**src/rtl/glyph_pixel_reader.sv**
```systemverilog
// Purpose: fetch an 8x8 glyph from the font ROM and stream it as 64 RGB565 pixels, row-major.
// Latency: first pixel 3 cycles after the accepting edge; 10 cycles per row when unstalled.
// Backpressure: pix_valid/pix_data/pix_last hold until pix_ready; char_ready only in IDLE.
module glyph_pixel_reader #(
    parameter logic [7:0] FIRST_CHAR = 8'h20,
    parameter int         NUM_CHARS  = 96,      // must be <= 128: glyph index is 7 bits
    parameter logic [7:0] SUB_CHAR   = 8'h3F,
    parameter bit         MSB_LEFT   = 1'b0
) (
    input  logic        clk,
    input  logic        reset,
    input  logic        char_valid,
    output logic        char_ready,
    input  logic [7:0]  char_code,
    input  logic [15:0] fg,
    input  logic [15:0] bg,
    output logic [9:0]  font_ad,
    output logic        font_ce,
    output logic        font_oce,
    input  logic [7:0]  font_dout,
    output logic        pix_valid,
    input  logic        pix_ready,
    output logic [15:0] pix_data,
    output logic        pix_last,
    output logic        busy
);

    typedef enum logic [1:0] {
        IDLE = 2'd0,
        ADDR = 2'd1,
        CAP  = 2'd2,
        PIX  = 2'd3
    } state_t;

    // 9-bit bounds so FIRST_CHAR+NUM_CHARS cannot wrap past 8'hFF.
    localparam logic [8:0] CODE_LO = {1'b0, FIRST_CHAR};
    localparam logic [8:0] CODE_HI = CODE_LO + 9'(NUM_CHARS);
    localparam logic [6:0] SUB_IDX = 7'(SUB_CHAR - FIRST_CHAR);

    state_t      state;
    logic [6:0]  idx_q;
    logic [2:0]  row;
    logic [2:0]  col;
    logic [7:0]  row_bits;
    logic [15:0] fg_q;
    logic [15:0] bg_q;

    logic [8:0]  code_ext;
    logic        code_in_range;
    logic [6:0]  idx_next;

    // Bit of the shift register that is the current (leftmost remaining) pixel.
    function automatic logic lead_bit(input logic [7:0] b);
        lead_bit = MSB_LEFT ? b[7] : b[0];
    endfunction

    // Move the next pixel of the row into the lead position.
    function automatic logic [7:0] advance(input logic [7:0] b);
        advance = MSB_LEFT ? {b[6:0], 1'b0} : {1'b0, b[7:1]};
    endfunction

    // Map the incoming code to a glyph index; out-of-range codes render SUB_CHAR.
    always_comb begin
        code_ext      = {1'b0, char_code};
        code_in_range = (code_ext >= CODE_LO) && (code_ext < CODE_HI);
        idx_next      = code_in_range ? 7'(char_code - FIRST_CHAR) : SUB_IDX;
    end

    // Main FSM: one ROM read per row, then eight pixel beats from the captured row byte.
    always_ff @(posedge clk) begin
        if (reset) begin
            state     <= IDLE;
            idx_q     <= '0;
            row       <= '0;
            col       <= '0;
            row_bits  <= '0;
            fg_q      <= '0;
            bg_q      <= '0;
            font_ad   <= '0;
            font_ce   <= 1'b0;
            pix_valid <= 1'b0;
            pix_data  <= '0;
            pix_last  <= 1'b0;
        end else begin
            case (state)
                IDLE: begin
                    // char_ready is high whenever IDLE is held out of reset.
                    if (char_valid) begin
                        idx_q   <= idx_next;
                        fg_q    <= fg;
                        bg_q    <= bg;
                        row     <= 3'd0;
                        col     <= 3'd0;
                        font_ad <= {idx_next, 3'd0};
                        font_ce <= 1'b1;
                        state   <= ADDR;
                    end
                end
                ADDR: begin
                    font_ce <= 1'b0;
                    state   <= CAP;
                end
                CAP: begin
                    // font_dout now holds the row byte addressed during ADDR.
                    row_bits  <= font_dout;
                    col       <= 3'd0;
                    pix_data  <= lead_bit(font_dout) ? fg_q : bg_q;
                    pix_last  <= 1'b0;
                    pix_valid <= 1'b1;
                    state     <= PIX;
                end
                PIX: begin
                    if (pix_ready) begin
                        if (col == 3'd7) begin
                            pix_valid <= 1'b0;
                            pix_last  <= 1'b0;
                            if (row == 3'd7) begin
                                state <= IDLE;
                            end else begin
                                row     <= row + 3'd1;
                                font_ad <= {idx_q, row + 3'd1};
                                font_ce <= 1'b1;
                                state   <= ADDR;
                            end
                        end else begin
                            col      <= col + 3'd1;
                            row_bits <= advance(row_bits);
                            pix_data <= lead_bit(advance(row_bits)) ? fg_q : bg_q;
                            pix_last <= (row == 3'd7) && (col == 3'd6);
                        end
                    end
                end
                default: state <= IDLE;
            endcase
        end
    end

    // Ready is masked by reset so it reads 0 for the whole reset period.
    assign char_ready = (state == IDLE) && !reset;
    assign busy       = (state != IDLE);
    assign font_oce   = 1'b1;

endmodule
```
**config.mk**
```make
export PLATFORM = sky130hd
export DESIGN_NAME = glyph_pixel_reader
export DESIGN_NICKNAME = d
export VERILOG_FILES = /design/src/rtl/glyph_pixel_reader.sv
export SDC_FILE = /design/constraint.sdc
export NUM_CORES = 1
export LEC_CHECK = 0
export BUFFER_PORTS_ARGS = -buffer_cell sky130_fd_sc_hd__buf_2
export CAP_MARGIN = 30
export CORE_UTILIZATION = 45
export CTS_CLUSTER_SIZE = 14
export DETAILED_ROUTE_END_ITERATION = 6
export PLACE_DENSITY_LB_ADDON = 0.05
export SYNTH_ARGS = -nofsm -noshare
export SYNTH_HDL_FRONTEND = slang
export SYNTH_SLANG_ARGS = --single-unit
```
**constraint.sdc**
```tcl
create_clock -name clk -period 1.92 [get_ports clk]
set_input_delay 0.384 -clock clk [delete_from_list [all_inputs] [get_ports clk]]
set_output_delay 0.384 -clock clk [all_outputs]
set_load 0.01 [all_outputs]
```
==> run_summary.xml, run 1 <==
<?xml version="1.0" encoding="UTF-8"?>
<metrics>
  <group name="worst_setup_path">
    <metric name="worstPathArrival" unit="ps">1430</metric>
    <metric name="startpoint_type" unit="">flop</metric>
    <metric name="timing.rr.end" unit="">col[0]</metric>
    <metric name="worstSetupEndpointType" unit="">primary output</metric>
    <metric name="worstPathRequired" unit="ps">1540</metric>
    <metric name="critical_path.reg2reg.startpoint" unit="">state[0]</metric>
    <metric name="r2r.worst_path.cells" unit="">6</metric>
    <metric name="critical_path_peak_fanout" unit="">5</metric>
    <metric name="setup.reg_to_reg.worst_slack" unit="ps">120</metric>
    <metric name="timing_worst_setup_path_type" unit="">flop to primary output</metric>
  </group>
  <group name="pwr">
    <metric name="p_total" unit="mW">5.50</metric>
    <metric name="vdd_ir_drop_max" unit="V">0.000878</metric>
    <metric name="power.static_leakage" unit="nW">1.72</metric>
    <metric name="internal_power" unit="mW">3.57</metric>
    <metric name="p_switching" unit="mW">1.93</metric>
    <metric name="power_frac_seq" unit="%">40.8</metric>
    <metric name="power.clock.fraction" unit="%">23.9</metric>
    <metric name="combinationalPowerShare" unit="%">35.3</metric>
    <metric name="power_density" unit="mW/mm^2">1330</metric>
    <metric name="switching_share" unit="%">35.1</metric>
  </group>
  <group name="place">
    <metric name="dp_worst_setup_slack" unit="ps">18.7</metric>
    <metric name="routabilityCongestion" unit="">0.761</metric>
    <metric name="portBuffers" unit="">82</metric>
    <metric name="post-dp-hpwl" unit="mm">4.75</metric>
    <metric name="post-place-cells" unit="">550</metric>
  </group>
  <group name="finish">
    <metric name="non_filler_instance_count_after_layout" unit="">564</metric>
    <metric name="final_net_count" unit="">524</metric>
    <metric name="share_of_post_route_cells_with_drive_strength_above_1" unit="%">26.7</metric>
    <metric name="n_antenna_cell" unit="">0</metric>
    <metric name="area_growth_from_synthesis_to_layout" unit="%">22.5</metric>
  </group>
  <group name="synthesis">
    <metric name="synthesis.instances" unit="">386</metric>
    <metric name="synth_largest_type_area_fraction" unit="%">47.4</metric>
    <metric name="ys_ff_latch" unit="">80</metric>
    <metric name="synthMostInstantiatedCell" unit="">sky130_fd_sc_hd__dfxtp_1</metric>
    <metric name="yosys.area.top_type" unit="">sky130_fd_sc_hd__dfxtp_1</metric>
    <metric name="syn-num-nets" unit="">448</metric>
    <metric name="synth_enable_flop_cells" unit="">0</metric>
    <metric name="synthDistinctLibCells" unit="">36</metric>
    <metric name="syn-mean-instance-area" unit="um^2">8.75</metric>
    <metric name="share_of_async_settable_or_async_resettable_flops_after_synthesis" unit="%">0</metric>
    <metric name="synth_common_cells" unit="">sky130_fd_sc_hd__dfxtp_1 (80), sky130_fd_sc_hd__nand2_1 (76), sky130_fd_sc_hd__a21oi_1 (48)</metric>
    <metric name="synth_ff_type" unit="">sky130_fd_sc_hd__dfxtp_1</metric>
    <metric name="yosysWarnings" unit="">0</metric>
    <metric name="synthTopCellsByArea" unit="">sky130_fd_sc_hd__dfxtp_1 (47%), sky130_fd_sc_hd__nand2_1 (8.4%), sky130_fd_sc_hd__mux2i_1 (7.4%)</metric>
    <metric name="synth_sequential_area_ratio" unit="%">47.4</metric>
    <metric name="syn_area" unit="mm^2">0.00338</metric>
  </group>
  <group name="floorplan">
    <metric name="design.portCount" unit="">84</metric>
    <metric name="design.die.area" unit="mm^2">0.00786</metric>
    <metric name="die_width" unit="um">88.6</metric>
    <metric name="die_y" unit="um">88.6</metric>
    <metric name="floorplan.rows" unit="">31</metric>
    <metric name="start_util" unit="%">46.6</metric>
    <metric name="placeableCoreArea" unit="mm^2">0.00725</metric>
  </group>
  <group name="global_route">
    <metric name="grt_pass1_vias" unit="">2625</metric>
    <metric name="grt_pass1_wl" unit="mm">12.1</metric>
    <metric name="gr-usage-all-layers" unit="%">20.1</metric>
    <metric name="grt_start_max_net_pins" unit="">73</metric>
    <metric name="antenna_found_initial" unit="">1</metric>
    <metric name="grt_overflow_total" unit="">0</metric>
  </group>
  <group name="detailed_routing">
    <metric name="routed_via_density" unit="">5.00</metric>
    <metric name="detailedRoute.firstPassIterationCount" unit="">4</metric>
    <metric name="routed-via-count" unit="">2821</metric>
    <metric name="wirelength" unit="mm">7.41</metric>
    <metric name="per_cell_routed_wire_length" unit="um">13.1</metric>
    <metric name="antenna_violating_nets_post_route" unit="">0</metric>
    <metric name="drc_errors" unit="">0</metric>
    <metric name="drtIter0Drc" unit="">144</metric>
  </group>
  <group name="clock_network">
    <metric name="cts_buffer_depth" unit="">2</metric>
    <metric name="numCtsBuffers" unit="">9</metric>
    <metric name="clock_sink_count" unit="">80</metric>
    <metric name="clk_latency" unit="ps">340</metric>
    <metric name="root_buffer_cell" unit="">sky130_fd_sc_hd__clkbuf_8</metric>
    <metric name="cts.repair_timing.setup_buffer_count" unit="">0</metric>
    <metric name="cts.hold.buffers_added" unit="">0</metric>
    <metric name="clkTransAtPathRegs" unit="ps">90</metric>
    <metric name="clock_tree.htree_level_count" unit="">3</metric>
    <metric name="tritoncts_clock_tree" unit="">yes</metric>
  </group>
  <group name="timing">
    <metric name="timing.final.max_slew_violations" unit="">0</metric>
    <metric name="finalWorstPathRequiredPeriod" unit="ps">1810</metric>
    <metric name="final.setup_skew" unit="ps">9.84</metric>
    <metric name="postLayoutSetupSlackWorst" unit="ps">110</metric>
    <metric name="rsz_0062_raised_after_global_routing" unit="">false</metric>
    <metric name="hold_violations" unit="">0</metric>
    <metric name="period_share" unit="%">94.3</metric>
    <metric name="fmaxAchievable" unit="MHz">552</metric>
    <metric name="timing.final.setup_violations" unit="">0</metric>
    <metric name="setup_tns_final" unit="ps">0</metric>
  </group>
  <group name="job">
    <metric name="cap_violations" unit="">0</metric>
  </group>
  <group name="worst_hold_path">
    <metric name="worstHoldEndpoint" unit="">fg_q[4]</metric>
    <metric name="hold_class" unit="">primary input to flop</metric>
    <metric name="timing.hold.worst_path_depth" unit="">3</metric>
    <metric name="hp-start" unit="">fg[4]</metric>
  </group>
  <group name="outcome">
    <metric name="status" unit="">complete, no violations</metric>
  </group>
</metrics>
cell usage in the layout, fill, tap and decap left out, types with 8 or more instances in the layout:
cell type                  count
sky130_fd_sc_hd__nand2_1      76
sky130_fd_sc_hd__clkbuf_8      9
sky130_fd_sc_hd__a211oi_1     14
sky130_fd_sc_hd__dfxtp_1      80
sky130_fd_sc_hd__nor2_1       46
sky130_fd_sc_hd__a211oi_2     11
sky130_fd_sc_hd__ha_1          8
sky130_fd_sc_hd__mux2i_1      25
sky130_fd_sc_hd__buf_2        82
sky130_fd_sc_hd__nor3_1       10
sky130_fd_sc_hd__a21oi_1      47
critical path, cell delays in order (launching register included):
cell and delay (ps):
sky130_fd_sc_hd__dfxtp_1 410, sky130_fd_sc_hd__inv_1 130, sky130_fd_sc_hd__ha_1 280, sky130_fd_sc_hd__inv_1 80
sky130_fd_sc_hd__nor2_1 40, sky130_fd_sc_hd__buf_2 140
cell families (layout without fill, tap and decap cells):
group / count (synthesis) / count (layout) / share of synthesized area [%]
flops: 80 / 80 / 47.4
compound gates: 87 / 87 / 17.6
buf+inv: 32 / 111 / 4.81
other cells: 1 / 1 / 0.111
fa+ha+maj: 10 / 10 / 3.70
mux: 26 / 26 / 8.07
simple gates: 150 / 150 / 18.3
power groups by stage:
stage	clock network (mW)	registers (mW)	logic, mW
after CTS	1.36	2.24	1.96
final	1.31	2.25	1.94
after global placement	0	2.27	1.89
after detailed placement	0	2.28	1.93
after global routing	1.43	2.30	2.19
after floorplan	0	2.34	1.28
routing by layer:
layer  vias up  part of all wire, %  GRT usage, %
li1       1470                    -             -
met3         4                  3.9          5.32
met2        54                   48          33.8
met5         -                    0             0
met1      1293                   47          25.3
met4         0                 0.88          6.16
worst max path at each step:
| stage | startpoint | to | slack, ps | depth (start not counted) |
|---|---|---|---|---|
| 2_1_floorplan | font_ad[0] | font_ad[0] | 200 | 7 |
| 6_report | state[0] | char_ready | 110 | 5 |
| 3_3_place_gp | state[1] | font_ad[6] | 70 | 6 |
| 4_1_cts | state[0] | state[0] | 50 | 6 |
| 3_5_place_dp | state[1] | font_ad[5] | 20 | 6 |
| 5_1_grt | state[0] | col[0] | 1 | 6 |
area by class of cell:
type	count	area, um^2
multi-input combinational	274	1650
inverter	5	18.8
sequential	80	1600
fill	706	3120
clock inverter	5	83.8
timing repair buffer	92	536
clock buffer	9	124
tap	99	124
repair_timing:
item,in CTS,in global routing
pin swaps,0,1
setup endpoints to repair,2,29
resized for setup,1,5
sequential cells by signal, indices dropped and copies added (netlist names):
| register | count |
|---|---|
| font_ad | 10 |
| col | 3 |
| bg_q | 16 |
| row_bits | 7 |
| state | 2 |
| font_ce | 1 |
| fg_q | 16 |
| pix_data | 16 |
| idx_q | 7 |
| pix_last | 1 |
| pix_valid | 1 |
through the flow:
stage	area (um^2)	utilization [%]	hold WS (ps)
final	4140	57.0	273
after global routing	4140	57.0	252
after CTS	4120	56.8	259
after detailed placement	3900	53.8	447
after global placement	3900	53.8	439
after floorplan	3380	-	436
No activity file was read; power rests on OpenSTA's default activity.
==> inputs of run 2 (changes only) <==
--- a/config.mk
+++ b/config.mk
@@ -5,6 +5,7 @@
 export SDC_FILE = /design/constraint.sdc
 export NUM_CORES = 1
 export LEC_CHECK = 0
+export ABC_AREA = 1
 export BUFFER_PORTS_ARGS = -buffer_cell sky130_fd_sc_hd__buf_2
 export CAP_MARGIN = 30
 export CORE_UTILIZATION = 45
==> constraint.sdc (replaced) <==
create_clock -name clk -period 2.1 [get_ports clk]
set_input_delay 0.42 -clock clk [delete_from_list [all_inputs] [get_ports clk]]
set_output_delay 0.42 -clock clk [all_outputs]
set_load 0.01 [all_outputs]
==> run_summary.xml, run 2 <==
<?xml version="1.0" encoding="UTF-8"?>
<metrics>
  <group name="finish">
    <metric name="reg_top3" unit="">bg_q: 16 flops, fg_q: 16 flops, pix_data: 16 flops</metric>
    <metric name="share_of_post_route_cells_with_drive_strength_above_1" unit="%">18.7</metric>
    <metric name="area_growth_from_synthesis_to_layout" unit="%">17.9</metric>
    <metric name="layout.cells.most_common" unit="">sky130_fd_sc_hd__nor2_1</metric>
    <metric name="n_antenna_cell" unit="">0</metric>
    <metric name="layout_common_cells" unit="">sky130_fd_sc_hd__nor2_1 (104), sky130_fd_sc_hd__nand2_1 (93), sky130_fd_sc_hd__buf_2 (82)</metric>
    <metric name="final_net_count" unit="">676</metric>
    <metric name="finalInstanceArea" unit="mm^2">0.00452</metric>
  </group>
  <group name="synthesis">
    <metric name="yosysWarnings" unit="">0</metric>
    <metric name="syn-mean-instance-area" unit="um^2">7.01</metric>
    <metric name="synth_largest_type_area_fraction" unit="%">41.8</metric>
    <metric name="ys_ff_latch" unit="">80</metric>
    <metric name="synth_sequential_area_ratio" unit="%">41.8</metric>
    <metric name="yosys.area.top_type" unit="">sky130_fd_sc_hd__dfxtp_1</metric>
    <metric name="synthTopCellsByArea" unit="">sky130_fd_sc_hd__dfxtp_1 (42%), sky130_fd_sc_hd__o21ai_0 (11%), sky130_fd_sc_hd__nor2_1 (10%)</metric>
    <metric name="synthMostInstantiatedCell" unit="">sky130_fd_sc_hd__nor2_1</metric>
    <metric name="syn_area" unit="mm^2">0.00383</metric>
    <metric name="share_of_async_settable_or_async_resettable_flops_after_synthesis" unit="%">0</metric>
    <metric name="syn-num-nets" unit="">609</metric>
    <metric name="synthesis.instances" unit="">547</metric>
    <metric name="synthDistinctLibCells" unit="">26</metric>
    <metric name="synth_enable_flop_cells" unit="">0</metric>
    <metric name="synth_common_cells" unit="">sky130_fd_sc_hd__nor2_1 (104), sky130_fd_sc_hd__nand2_1 (93), sky130_fd_sc_hd__o21ai_0 (81)</metric>
    <metric name="synth_ff_type" unit="">sky130_fd_sc_hd__dfxtp_1</metric>
  </group>
  <group name="pwr">
    <metric name="vdd_ir_drop_max" unit="V">0.000532</metric>
    <metric name="power.static_leakage" unit="nW">2.15</metric>
    <metric name="power_density" unit="mW/mm^2">1300</metric>
  </group>
  <group name="detailed_routing">
    <metric name="drtIter0Drc" unit="">170</metric>
    <metric name="wirelength" unit="mm">8.66</metric>
    <metric name="detail_route.wirelength.met1" unit="mm">4.06</metric>
    <metric name="antenna_violating_nets_post_route" unit="">0</metric>
    <metric name="highest_layer" unit="">met4</metric>
    <metric name="met2_layer_wire_length_in_the_routed_design" unit="mm">4.00</metric>
    <metric name="per_cell_routed_wire_length" unit="um">12.0</metric>
    <metric name="drc_errors" unit="">0</metric>
    <metric name="routed_via_density" unit="">4.95</metric>
    <metric name="detailedRoute.firstPassIterationCount" unit="">4</metric>
    <metric name="routed-via-count" unit="">3583</metric>
    <metric name="met3_wirelength" unit="um">511</metric>
  </group>
  <group name="global_route">
    <metric name="grt_overflow_total" unit="">0</metric>
    <metric name="grt_pass1_wl" unit="mm">14.1</metric>
    <metric name="antenna_found_initial" unit="">0</metric>
    <metric name="grt_pass1_vias" unit="">3014</metric>
    <metric name="gr-usage-all-layers" unit="%">20.4</metric>
    <metric name="grt_start_max_net_pins" unit="">62</metric>
  </group>
  <group name="timing">
    <metric name="final.setup_skew" unit="ps">8.53</metric>
    <metric name="setup_tns_final" unit="ps">0</metric>
    <metric name="fmaxAchievable" unit="MHz">541</metric>
    <metric name="timing.final.setup_violations" unit="">0</metric>
    <metric name="finalWorstPathRequiredPeriod" unit="ps">1850</metric>
    <metric name="period_share" unit="%">88.0</metric>
    <metric name="worst_margin_pin_slew" unit="ps">838</metric>
    <metric name="rsz_0062_raised_after_global_routing" unit="">false</metric>
    <metric name="timing.final.max_slew_violations" unit="">0</metric>
    <metric name="hold_violations" unit="">0</metric>
    <metric name="max-slew-margin-rel" unit="%">44.1</metric>
  </group>
  <group name="place">
    <metric name="portBuffers" unit="">82</metric>
    <metric name="routabilityCongestion" unit="">0.788</metric>
    <metric name="post-dp-hpwl" unit="mm">5.65</metric>
    <metric name="place_area" unit="mm^2">0.00428</metric>
  </group>
  <group name="clock_network">
    <metric name="tritoncts_clock_tree" unit="">yes</metric>
    <metric name="clock_tree.htree_level_count" unit="">3</metric>
    <metric name="root_buffer_cell" unit="">sky130_fd_sc_hd__clkbuf_8</metric>
    <metric name="cts.repair_timing.setup_buffer_count" unit="">0</metric>
    <metric name="clk_latency" unit="ps">350</metric>
    <metric name="numCtsBuffers" unit="">9</metric>
    <metric name="clock_sink_count" unit="">80</metric>
    <metric name="clkTransAtPathRegs" unit="ps">80</metric>
    <metric name="cts.hold.buffers_added" unit="">0</metric>
    <metric name="cts_buffer_depth" unit="">2</metric>
  </group>
  <group name="worst_setup_path">
    <metric name="setup.reg_to_reg.worst_slack" unit="ps">270</metric>
    <metric name="worstPathRequired" unit="ps">1680</metric>
    <metric name="critical_path_peak_fanout" unit="">5</metric>
    <metric name="timing_worst_setup_path_type" unit="">flop to primary output</metric>
    <metric name="timing.rr.end" unit="">idx_q[6]</metric>
    <metric name="critical_path.reg2reg.startpoint" unit="">state[0]</metric>
    <metric name="startpoint_type" unit="">flop</metric>
    <metric name="worstPathArrival" unit="ps">1430</metric>
    <metric name="worstSetupEndpointType" unit="">primary output</metric>
    <metric name="r2r.worst_path.cells" unit="">6</metric>
  </group>
  <group name="worst_hold_path">
    <metric name="hp-start" unit="">font_dout[7]</metric>
    <metric name="worstHoldEndpoint" unit="">row_bits[7]</metric>
    <metric name="hold_class" unit="">primary input to flop</metric>
    <metric name="timing.hold.worst_path_depth" unit="">3</metric>
  </group>
  <group name="floorplan">
    <metric name="design.portCount" unit="">84</metric>
    <metric name="die_width" unit="um">94.3</metric>
    <metric name="design.die.area" unit="mm^2">0.00889</metric>
    <metric name="floorplan.rows" unit="">33</metric>
    <metric name="start_util" unit="%">46.6</metric>
    <metric name="placeableCoreArea" unit="mm^2">0.00822</metric>
    <metric name="die_y" unit="um">94.3</metric>
  </group>
  <group name="outcome">
    <metric name="status" unit="">complete, no violations</metric>
  </group>
  <group name="job">
    <metric name="cap_violations" unit="">0</metric>
  </group>
</metrics>
-- run 2: what timing repair did --
item / 4_1_cts / 5_1_grt
gates resized for setup: 0 / 1
hold endpoints to repair: 0 / 0
endpoints found under the setup margin: 0 / 7
-- run 2: worst max-delay path by stage --
| stage | start | endpoint | slack [ps] | cells after the start |
|---|---|---|---|---|
| global placement | state[0] | font_ad[3] | 260 | 8 |
| CTS | state[0] | font_ad[3] | 210 | 8 |
| floorplan | state[0] | font_ad[3] | 580 | 9 |
| detailed placement | state[0] | font_ad[6] | 220 | 8 |
| global route | state[0] | idx_q[1] | 30 | 6 |
| finish | state[0] | char_ready | 250 | 5 |
-- run 2: area by class of cell --
type | count | area (um^2)
Tap cell | 105 | 131
Multi-Input combinational cell | 385 | 1880
Clock buffer | 11 | 131
Timing Repair Buffer | 91 | 490
Sequential cell | 80 | 1600
Fill cell | 858 | 3700
Inverter | 47 | 176
Clock inverter | 5 | 105
-- run 2: critical path, cell delays in order (launching register included) --
cell and delay, ps:
sky130_fd_sc_hd__dfxtp_1 430, sky130_fd_sc_hd__inv_1 130, sky130_fd_sc_hd__ha_1 280, sky130_fd_sc_hd__inv_1 90, sky130_fd_sc_hd__nor2_1 40, sky130_fd_sc_hd__buf_2 130
-- run 2: cells by family (layout without fill, tap and decap cells) --
group / Yosys count / count (layout) / synth area share (%)
AOI/OAI and AO/OA: 145 / 145 / 20.8
other: 1 / 1 / 0.0978
DFF: 80 / 80 / 41.8
and+or+nand+nor: 229 / 229 / 24.7
buffers and inverters: 82 / 154 / 9.27
adders and majority gates: 10 / 10 / 3.26
-- run 2: power breakdown --
group / switching, mW / internal (mW) / total (mW)
Clock: 0.559 / 0.791 / 1.35
Sequential: 0.264 / 2.04 / 2.31
Combinational: 1.39 / 0.842 / 2.23
-- run 2: stage by stage --
step / worst slack [ps] / utilization, % / instances / hold slack [ps] / power (mW)
2_1_floorplan: 576 / - / 547 / 449 / 3.96
3_3_place_gp: 261 / 52.1 / 708 / 458 / 4.53
3_5_place_dp: 217 / 52.1 / 708 / 469 / 4.58
4_1_cts: 214 / 54.9 / 724 / 295 / 5.94
5_1_grt: 33.7 / 55.0 / 724 / 313 / 6.39
6_report: 252 / 55.0 / 724 / 315 / 5.89
-- run 2: layer usage --
layer / global-route usage (%) / vias to the layer above
met5: 0 / -
met4: 5.64 / 0
met3: 5.66 / 6
met2: 33.6 / 86
met1: 25.7 / 1584
li1: - / 1907
